**config.mk**
```make
export PLATFORM = sky130hd
export DESIGN_NAME = cam_ram_wr_ctrl_flat
export DESIGN_NICKNAME = d
export VERILOG_FILES = /design/src/rtl/cam_pkg.sv /design/src/rtl/cam_ram_wr_ctrl_if.sv /design/src/rtl/cam_ram_wr_ctrl.sv /design/src/flat_wrapper.sv
export SDC_FILE = /design/constraint.sdc
export NUM_CORES = 1
export LEC_CHECK = 0
export ABC_AREA = 1
export CAP_MARGIN = 40
export CORE_ASPECT_RATIO = 0.6
export CORE_MARGIN = 4
export CORE_UTILIZATION = 40
export CTS_CLUSTER_SIZE = 10
export DETAILED_ROUTE_END_ITERATION = 16
export PLACE_DENSITY = 0.64
export SETUP_SLACK_MARGIN = 0.05
export SLEW_MARGIN = 10
export SYNTH_ARGS = -nofsm -noshare
export SYNTH_HDL_FRONTEND = slang
export SYNTH_SLANG_ARGS = --single-unit
```
**constraint.sdc**
```tcl
create_clock -name clka -period 16.5 [get_ports clka]
set_clock_uncertainty 0.2 [all_clocks]
set_input_delay 1.65 -clock clka [delete_from_list [all_inputs] [get_ports clka]]
set_output_delay 1.65 -clock clka [all_outputs]
set_load 0.02 [all_outputs]
```
**src/rtl/cam_pkg.sv**
```systemverilog
// Shared definitions for the CAM entry-RAM write path.
// Contents: entry/word/beat geometry, the write-sequencer state type and
// the beat-select helper. The CLEAR state is present only when
// CAM_RAM_WR_CLEAR_EN is defined.
package cam_pkg;

  localparam int unsigned CAM_ENTRY_W = 288;
  localparam int unsigned CAM_WORD_W  = 36;
  localparam int unsigned CAM_BEATS   = 8;
  localparam int unsigned CAM_BEAT_W  = 3;

`ifdef CAM_RAM_WR_CLEAR_EN
  typedef enum logic [1:0] {
    ST_IDLE  = 2'd0,
    ST_WRITE = 2'd1,
    ST_CLEAR = 2'd2
  } cam_wr_state_t;
`else
  typedef enum logic {
    ST_IDLE  = 1'b0,
    ST_WRITE = 1'b1
  } cam_wr_state_t;
`endif

  // Beat j is entry[36*(j+1)-1 -: 36]; a packed reshape gives exactly that order.
  function automatic logic [CAM_WORD_W-1:0] cam_beat_word(
    input logic [CAM_ENTRY_W-1:0] entry,
    input logic [CAM_BEAT_W-1:0]  beat
  );
    logic [CAM_BEATS-1:0][CAM_WORD_W-1:0] words;
    words = entry;
    return words[beat];
  endfunction

endpackage

```
**src/rtl/cam_ram_wr_ctrl_if.sv**
```systemverilog
// Request and RAM-write bundle of cam_ram_wr_ctrl.
// master: table-management side (drives req_*, clr_start, observes the rest).
// slave : the write sequencer (drives req_ready, clr_busy, ram_*, wr_done).
interface cam_ram_wr_ctrl_if #(
  parameter int unsigned CAM_DEPTH = 1024
);
  import cam_pkg::*;

  localparam int unsigned IDX_W  = $clog2(CAM_DEPTH);
  localparam int unsigned ADDR_W = IDX_W + CAM_BEAT_W;

  logic                   req_valid;
  logic                   req_ready;
  logic [IDX_W-1:0]       req_index;
  logic [CAM_ENTRY_W-1:0] req_data;
  logic                   clr_start;
  logic                   clr_busy;
  logic [ADDR_W-1:0]      ram_addra;
  logic                   ram_wea;
  logic [CAM_WORD_W-1:0]  ram_dina;
  logic                   wr_done;

  modport master (
    output req_valid, req_index, req_data, clr_start,
    input  req_ready, clr_busy, ram_addra, ram_wea, ram_dina, wr_done
  );

  modport slave (
    input  req_valid, req_index, req_data, clr_start,
    output req_ready, clr_busy, ram_addra, ram_wea, ram_dina, wr_done
  );

endinterface

```
**src/rtl/cam_ram_wr_ctrl.sv**
```systemverilog
// Write sequencer for the CAM entry RAM: takes 288-bit entries and writes
// them as eight 36-bit beats on the RAM narrow port; optional bulk clear.
// Ports: clka (clock), reset (async, active-high), bus (cam_ram_wr_ctrl_if.slave).
// Build option: CAM_RAM_WR_CLEAR_EN builds the CLEAR sweep; otherwise
// clr_start is ignored and clr_busy is tied low.
module cam_ram_wr_ctrl
  import cam_pkg::*;
#(
  parameter int unsigned CAM_DEPTH                   = 1024,
  parameter int unsigned C_BRAM_PRIMITIVE_ADDR_WIDTH = 10
) (
  input  logic        clka,
  input  logic        reset,
  cam_ram_wr_ctrl_if.slave bus
);

  localparam int unsigned IDX_W  = $clog2(CAM_DEPTH);
  localparam int unsigned ADDR_W = IDX_W + CAM_BEAT_W;
  localparam logic [CAM_BEAT_W-1:0] LAST_BEAT = CAM_BEAT_W'(CAM_BEATS - 1);

  // Depth must tile whole BRAM primitives and be a power of two.
  if ((CAM_DEPTH % (2 ** C_BRAM_PRIMITIVE_ADDR_WIDTH)) != 0) begin : g_depth_tile_chk
    $error("CAM_DEPTH must be a multiple of 2**C_BRAM_PRIMITIVE_ADDR_WIDTH");
  end
  if ((CAM_DEPTH & (CAM_DEPTH - 1)) != 0) begin : g_depth_pow2_chk
    $error("CAM_DEPTH must be a power of two");
  end

  cam_wr_state_t          state_q, state_d;
  logic [CAM_BEAT_W-1:0]  beat_q, beat_d;
  logic [IDX_W-1:0]       idx_q, idx_d;
  logic [CAM_ENTRY_W-1:0] data_q, data_d;

  logic [ADDR_W-1:0]      addra_q, addra_d;
  logic                   wea_q, wea_d;
  logic [CAM_WORD_W-1:0]  dina_q, dina_d;
  logic                   done_q, done_d;

  logic                   ready_c;
  logic                   accept_c;

`ifdef CAM_RAM_WR_CLEAR_EN
  localparam logic [ADDR_W-1:0] CNT_LAST = ADDR_W'(CAM_BEATS * CAM_DEPTH - 1);
  logic              clr_pend_q, clr_pend_d;
  logic [ADDR_W-1:0] cnt_q, cnt_d;
  logic              busy_q, busy_d;
`else
  logic unused_clr_start;
  assign unused_clr_start = bus.clr_start;
`endif

  // Ready depends only on state and pending clear, never on req_valid.
  always_comb begin
    ready_c = 1'b0;
    if (!reset) begin
      if (state_q == ST_IDLE) ready_c = 1'b1;
      if (state_q == ST_WRITE && beat_q == LAST_BEAT) ready_c = 1'b1;
`ifdef CAM_RAM_WR_CLEAR_EN
      if (clr_pend_q) ready_c = 1'b0;
`endif
    end
  end

  assign accept_c = bus.req_valid & ready_c;

  // Next-state: beat sequencing, request latch, clear bookkeeping.
  always_comb begin
    state_d = state_q;
    beat_d  = beat_q;
    idx_d   = idx_q;
    data_d  = data_q;
`ifdef CAM_RAM_WR_CLEAR_EN
    clr_pend_d = clr_pend_q;
    cnt_d      = cnt_q;
`endif
    case (state_q)
      ST_IDLE: begin
        if (accept_c) begin
          state_d = ST_WRITE;
          beat_d  = '0;
          idx_d   = bus.req_index;
          data_d  = bus.req_data;
        end
      end
      ST_WRITE: begin
        if (beat_q != LAST_BEAT) begin
          beat_d = beat_q + CAM_BEAT_W'(1);
        end else if (accept_c) begin
          beat_d = '0;
          idx_d  = bus.req_index;
          data_d = bus.req_data;
        end else begin
          state_d = ST_IDLE;
        end
      end
`ifdef CAM_RAM_WR_CLEAR_EN
      ST_CLEAR: begin
        if (cnt_q == CNT_LAST) begin
          state_d = ST_IDLE;
          cnt_d   = '0;
        end else begin
          cnt_d = cnt_q + ADDR_W'(1);
        end
      end
`endif
      default: state_d = ST_IDLE;
    endcase
`ifdef CAM_RAM_WR_CLEAR_EN
    // A sweep already running absorbs further clr_start pulses.
    if (state_q != ST_CLEAR && bus.clr_start) clr_pend_d = 1'b1;
    // Wherever the FSM would idle, a pending clear takes over instead.
    if (state_d == ST_IDLE && clr_pend_d) begin
      state_d    = ST_CLEAR;
      clr_pend_d = 1'b0;
      cnt_d      = '0;
    end
`endif
  end

  // Outputs are registered from the next state so beat 0 appears right after acceptance.
  always_comb begin
    wea_d   = 1'b0;
    addra_d = addra_q;
    dina_d  = dina_q;
    done_d  = (state_q == ST_WRITE) && (beat_q == LAST_BEAT);
`ifdef CAM_RAM_WR_CLEAR_EN
    busy_d  = 1'b0;
`endif
    case (state_d)
      ST_WRITE: begin
        wea_d   = 1'b1;
        addra_d = {idx_d, beat_d};
        dina_d  = cam_beat_word(data_d, beat_d);
      end
`ifdef CAM_RAM_WR_CLEAR_EN
      ST_CLEAR: begin
        wea_d   = 1'b1;
        addra_d = cnt_d;
        dina_d  = '0;
        busy_d  = 1'b1;
      end
`endif
      default: ;
    endcase
  end

  // State and request registers.
  always_ff @(posedge clka or posedge reset) begin
    if (reset) begin
      state_q <= ST_IDLE;
      beat_q  <= '0;
      idx_q   <= '0;
      data_q  <= '0;
`ifdef CAM_RAM_WR_CLEAR_EN
      clr_pend_q <= 1'b0;
      cnt_q      <= '0;
`endif
    end else begin
      state_q <= state_d;
      beat_q  <= beat_d;
      idx_q   <= idx_d;
      data_q  <= data_d;
`ifdef CAM_RAM_WR_CLEAR_EN
      clr_pend_q <= clr_pend_d;
      cnt_q      <= cnt_d;
`endif
    end
  end

  // Output registers; async reset drops the write strobe immediately.
  always_ff @(posedge clka or posedge reset) begin
    if (reset) begin
      addra_q <= '0;
      wea_q   <= 1'b0;
      dina_q  <= '0;
      done_q  <= 1'b0;
`ifdef CAM_RAM_WR_CLEAR_EN
      busy_q  <= 1'b0;
`endif
    end else begin
      addra_q <= addra_d;
      wea_q   <= wea_d;
      dina_q  <= dina_d;
      done_q  <= done_d;
`ifdef CAM_RAM_WR_CLEAR_EN
      busy_q  <= busy_d;
`endif
    end
  end

  assign bus.req_ready = ready_c;
  assign bus.ram_addra = addra_q;
  assign bus.ram_wea   = wea_q;
  assign bus.ram_dina  = dina_q;
  assign bus.wr_done   = done_q;
`ifdef CAM_RAM_WR_CLEAR_EN
  assign bus.clr_busy  = busy_q;
`else
  assign bus.clr_busy  = 1'b0;
`endif

endmodule

```
**src/flat_wrapper.sv**
```systemverilog
// flat-port wrapper written by rule: the top's interface ports become plain ports
module cam_ram_wr_ctrl_flat import cam_pkg::*;
#(
  parameter int unsigned CAM_DEPTH                   = 1024,
  parameter int unsigned C_BRAM_PRIMITIVE_ADDR_WIDTH = 10
)
  (clka, reset, bus_req_valid, bus_req_index, bus_req_data, bus_clr_start, bus_req_ready, bus_clr_busy, bus_ram_addra, bus_ram_wea, bus_ram_dina, bus_wr_done);
  cam_ram_wr_ctrl_if #(.CAM_DEPTH(CAM_DEPTH)) bus_i ();
  input  logic clka;
  input  logic reset;
  input wire logic [$bits(bus_i.req_valid)-1:0] bus_req_valid;
  input wire logic [$bits(bus_i.req_index)-1:0] bus_req_index;
  input wire logic [$bits(bus_i.req_data)-1:0] bus_req_data;
  input wire logic [$bits(bus_i.clr_start)-1:0] bus_clr_start;
  output wire logic [$bits(bus_i.req_ready)-1:0] bus_req_ready;
  output wire logic [$bits(bus_i.clr_busy)-1:0] bus_clr_busy;
  output wire logic [$bits(bus_i.ram_addra)-1:0] bus_ram_addra;
  output wire logic [$bits(bus_i.ram_wea)-1:0] bus_ram_wea;
  output wire logic [$bits(bus_i.ram_dina)-1:0] bus_ram_dina;
  output wire logic [$bits(bus_i.wr_done)-1:0] bus_wr_done;
  assign bus_i.req_valid = bus_req_valid;
  assign bus_i.req_index = bus_req_index;
  assign bus_i.req_data = bus_req_data;
  assign bus_i.clr_start = bus_clr_start;
  assign bus_req_ready = bus_i.req_ready;
  assign bus_clr_busy = bus_i.clr_busy;
  assign bus_ram_addra = bus_i.ram_addra;
  assign bus_ram_wea = bus_i.ram_wea;
  assign bus_ram_dina = bus_i.ram_dina;
  assign bus_wr_done = bus_i.wr_done;
  cam_ram_wr_ctrl #(.CAM_DEPTH(CAM_DEPTH), .C_BRAM_PRIMITIVE_ADDR_WIDTH(C_BRAM_PRIMITIVE_ADDR_WIDTH)) u_core (.clka(clka), .reset(reset), .bus(bus_i));
endmodule
```
==> reports/qor.log <==
[critical_path] slowest CP cell buf_4
[critical_path] critical-path maximum fanout 59
[worst_hold_path] hold path cells 2
[logic_synthesis] number of distinct library cells after synthesis 23
[critical_path] crit path launch type primary input
[critical_path] cells along the critical path clkdlybuf4s50_1 > o21ai_4 > buf_4 > inv_2 > buf_16 > a21oi_4 > buf_4 > nand3_1 > nand3_1 > nand3_1 > nand2_1
[logic_synthesis] Yosys Warn Count 0
[grt] wire length of the first global-routing pass 94.6 mm
[finish] post-route non-filler standard cell count 3592
[critical_path] Reg-to-Reg Start u_core.beat_q[0]$_DFF_PP0_
[grt] overall routing resource usage 24.1%
[finish] proportion of layout cells with a drive suffix above 1 2.90%
[routing] number of violations reported at the end of detailed-routing iteration 0 1699
[clock_network] maximum root-to-sink buffer count 3
[logic_synthesis] number of standard cells after synthesis 2694
[die] count of pins on the block boundary 355
[pwr] Pwr per Cell Area 205 nW/µm²
[clock_network] number of buffers inserted by hold repair at cts 0
[routing] Post-DRT Antenna Nets 0
[critical_path] Worst Reg-to-Reg Cells 15
[critical_path] number of cells on the critical path 11
[clock_network] Clk Tree Root Cell clkbuf_16
[die] Die Area 50200 µm²
[logic_synthesis] syn nets 2998
[timing] Hold Vio Cnt, Final 0
[clock_network] H-tree level count 2
[routing] remaining design rule violation count 0
[placed_design] Final GP Congestion 0.863
[critical_path] WP data arrival 6.05 ns
[placed_design] final HPWL from detailed placement 42.2 mm
[routing] post-DR vias/cell 4.74
[grt] antenna violations before repair 11
[timing] final max-slew violation count 0
[critical_path] CP max stage delay 0.76 ns
[worst_hold_path] worst min-delay path class flop to flop
[grt] largest net degree at the start of global routing 225
[clock_network] clock edge transition at the registers on the reported setup and hold paths 0.06 ns
[clock_network] clock buffer count from CTS 41
[pwr] VDD IR-drop max 132 µV
[die] row cnt 60
[clock_network] Num Clock Sinks 352
[logic_synthesis] post-synthesis cell area 18600 µm²
[placed_design] DP Cell Count 3534
[critical_path] Reg2Reg Capture Point u_core.bus.ram_dina[21]$_DFFE_PP0P_
[die] Chip Height 175 µm
[critical_path] critical path start-end classification primary input to flop
[critical_path] category of the worst setup path capture point flop
[logic_synthesis] synthesized flop and latch total 352
[clock_network] clock latency on the worst-skew pair 0.54 ns
[clock_network] cts repair resizes 0
[logic_synthesis] Mapped Avg Cell Area 6.92 µm²
[grt] via count of the first global-routing pass 16600
[timing] setup repair after global routing missed its margin no
[critical_path] required time at the worst-slack endpoint 16.76 ns
[grt] total global routing overflow 0
[timing] period utilization 35.1%
[worst_hold_path] worst min-delay path endpoint u_core.idx_q[7]$_DFF_PP0_
[finish] number of inserted filler cells in the final layout 4420
[timing] tightest slew margin relative to the limit 40.2%
[routing] vias after detailed routing 17000
[pwr] final total power 4890 µW
[finish] signed area change from the synthesized netlist to the final layout 28.1%
[job] max-cap violations 0
[timing] highest attainable clock frequency 173 MHz
[critical_path] launching element of the worst setup path reset
[routing] post-detailed-route wirelength per cell 17.2 µm
[die] width of the chip 287 µm
[pwr] Leak Pwr 0.0134 µW
[worst_hold_path] startpoint of the worst hold path u_core.idx_q[7]$_DFF_PP0_
[die] initial core utilization 41.0%
[critical_path] most used cell along the critical path nand3_1
[critical_path] Crit path buffers/inverters 5
[critical_path] category of cells accounting for the largest share of critical-path delay buffers and inverters
[routing] detailed-route wire length 61.9 mm
[run_status] outcome finished clean
[finish] Final nets 3262
[placed_design] count of input and output buffers 352
[die] Placeable Area 45400 µm²
[timing] minimum clock period 5.79 ns
[clock_network] CTS tree built
[critical_path] register-to-register setup slack 10.97 ns
[timing] setup_tns 0 ns
[routing] number of detailed-routing iterations run before antenna repair 7
[timing] Setup Viol. Count Final 0
[clock_network] Post-CTS Setup Repair Bufs 0
[timing] transition time of the tightest slew-check pin 0.897 ns
[logic_synthesis] sequential area share after synthesis 47.3%
## where the power goes
| group | internal [µW] | switching [µW] | leakage, µW |
|---|---|---|---|
| Sequential | 1270 | 135 | 0.00388 |
| Combinational | 845 | 1830 | 0.00901 |
| Clock | 462 | 349 | 0.000544 |
| Total | 2580 | 2310 | 0.0134 |
## Yosys cell counts, drive strengths merged
cell type	instances	area share, %
nand3	263	7.1
clkbuf	70	1.4
nor2	63	1.3
a21oi	1	0.047
ha	2	0.13
dfrtp	352	47
conb	1	0.020
nand4	144	4.8
o21ai	123	3.3
a31oi	10	0.34
a32o	1	0.054
a22oi	1	0.11
o211ai	1	0.040
inv	754	15
buf	89	2.3
nand2	819	17
## worst reg2reg max path: stages, from the launching register on
cell     delay, ns
dfrtp_1       0.42
ha_1          0.25
ha_1          0.20
inv_1         0.16
nand2_8       0.27
buf_16        0.34
o21ai_4       0.14
buf_4         0.60
inv_2         0.42
buf_16        0.29
a21oi_4       0.63
buf_4         0.76
nand3_1       0.36
nand3_1       0.25
nand3_1       0.10
nand2_1       0.09
## logic make-up (layout without fill, tap and decap cells)
| logic type | after synthesis | after routing | share of synthesized area [%] |
|---|---|---|---|
| other | 1 | 8 | 0.0201 |
| flip-flops | 352 | 352 | 47.3 |
| AND/OR/NAND/NOR | 1289 | 1289 | 29.8 |
| adder cells (fa/ha/maj) | 2 | 2 | 0.134 |
| buffers and inverters | 913 | 1184 | 18.9 |
| AO/OA/AOI/OAI | 137 | 137 | 3.93 |
## registers in the layout (all words and copies together) (netlist names)
| name | flops |
|---|---|
| u_core.bus.wr_done | 1 |
| u_core.state_q | 1 |
| u_core.bus.ram_addra | 13 |
| u_core.data_q | 288 |
| u_core.beat_q | 3 |
| u_core.idx_q | 10 |
| u_core.bus.ram_dina | 36 |
## metal layers
layer  global-route usage (%)  share of wire, %
met1                     33.4                45
met2                     37.8                45
met3                     5.12               6.8
met4                     7.84               3.1
met5                        0             0.084
## through the flow
stage,util [%],cell area [µm²],hold WS (ns),worst slack (ns)
2_1_floorplan,-,18600,0.245,0.362
3_3_place_gp,49.4,22400,0.258,10.12
3_5_place_dp,50.0,22700,0.265,10.15
4_1_cts,52.4,23800,0.279,10.73
5_1_grt,52.5,23900,0.292,10.45
6_report,52.5,23900,0.281,10.71
## area by class of cell
cell class | count | area [µm²] | share of cell area [%]
Clock inverter | 2 | 13.8 | 0.0577
Multi-Input combinational cell | 1429 | 6360 | 26.7
Timing Repair Buffer | 380 | 3950 | 16.6
Sequential cell | 352 | 8810 | 36.9
Antenna cell | 7 | 17.5 | 0.0734
Clock buffer | 48 | 1090 | 4.59
Inverter | 754 | 2840 | 11.9
Tap cell | 620 | 776 | 3.25
## worst max-delay path by stage
| stage | end |
|---|---|
| detailed placement | u_core.bus.ram_dina[25]$_DFFE_PP0P_ |
| global placement | u_core.bus.ram_dina[9]$_DFFE_PP0P_ |
| finish | u_core.bus.ram_dina[21]$_DFFE_PP0P_ |
| global route | u_core.bus.ram_dina[10]$_DFFE_PP0P_ |
| CTS | u_core.bus.ram_dina[25]$_DFFE_PP0P_ |
| floorplan | u_core.beat_q[0]$_DFF_PP0_ |
## cells in the final DEF (no fill, tap or decap), types with 3 or more instances in the layout
master / count
inv_1: 750
clkbuf_1: 5
nand2_1: 817
nand4_1: 144
a31oi_1: 10
dfrtp_1: 352
clkbuf_16: 43
o21ai_0: 121
nor2_1: 62
clkdlybuf4s50_1: 351
buf_12: 6
buf_4: 14
buf_16: 7
nand3_1: 262
diode_2: 7
inv_2: 3
No activity file was read; power rests on OpenSTA's default activity.
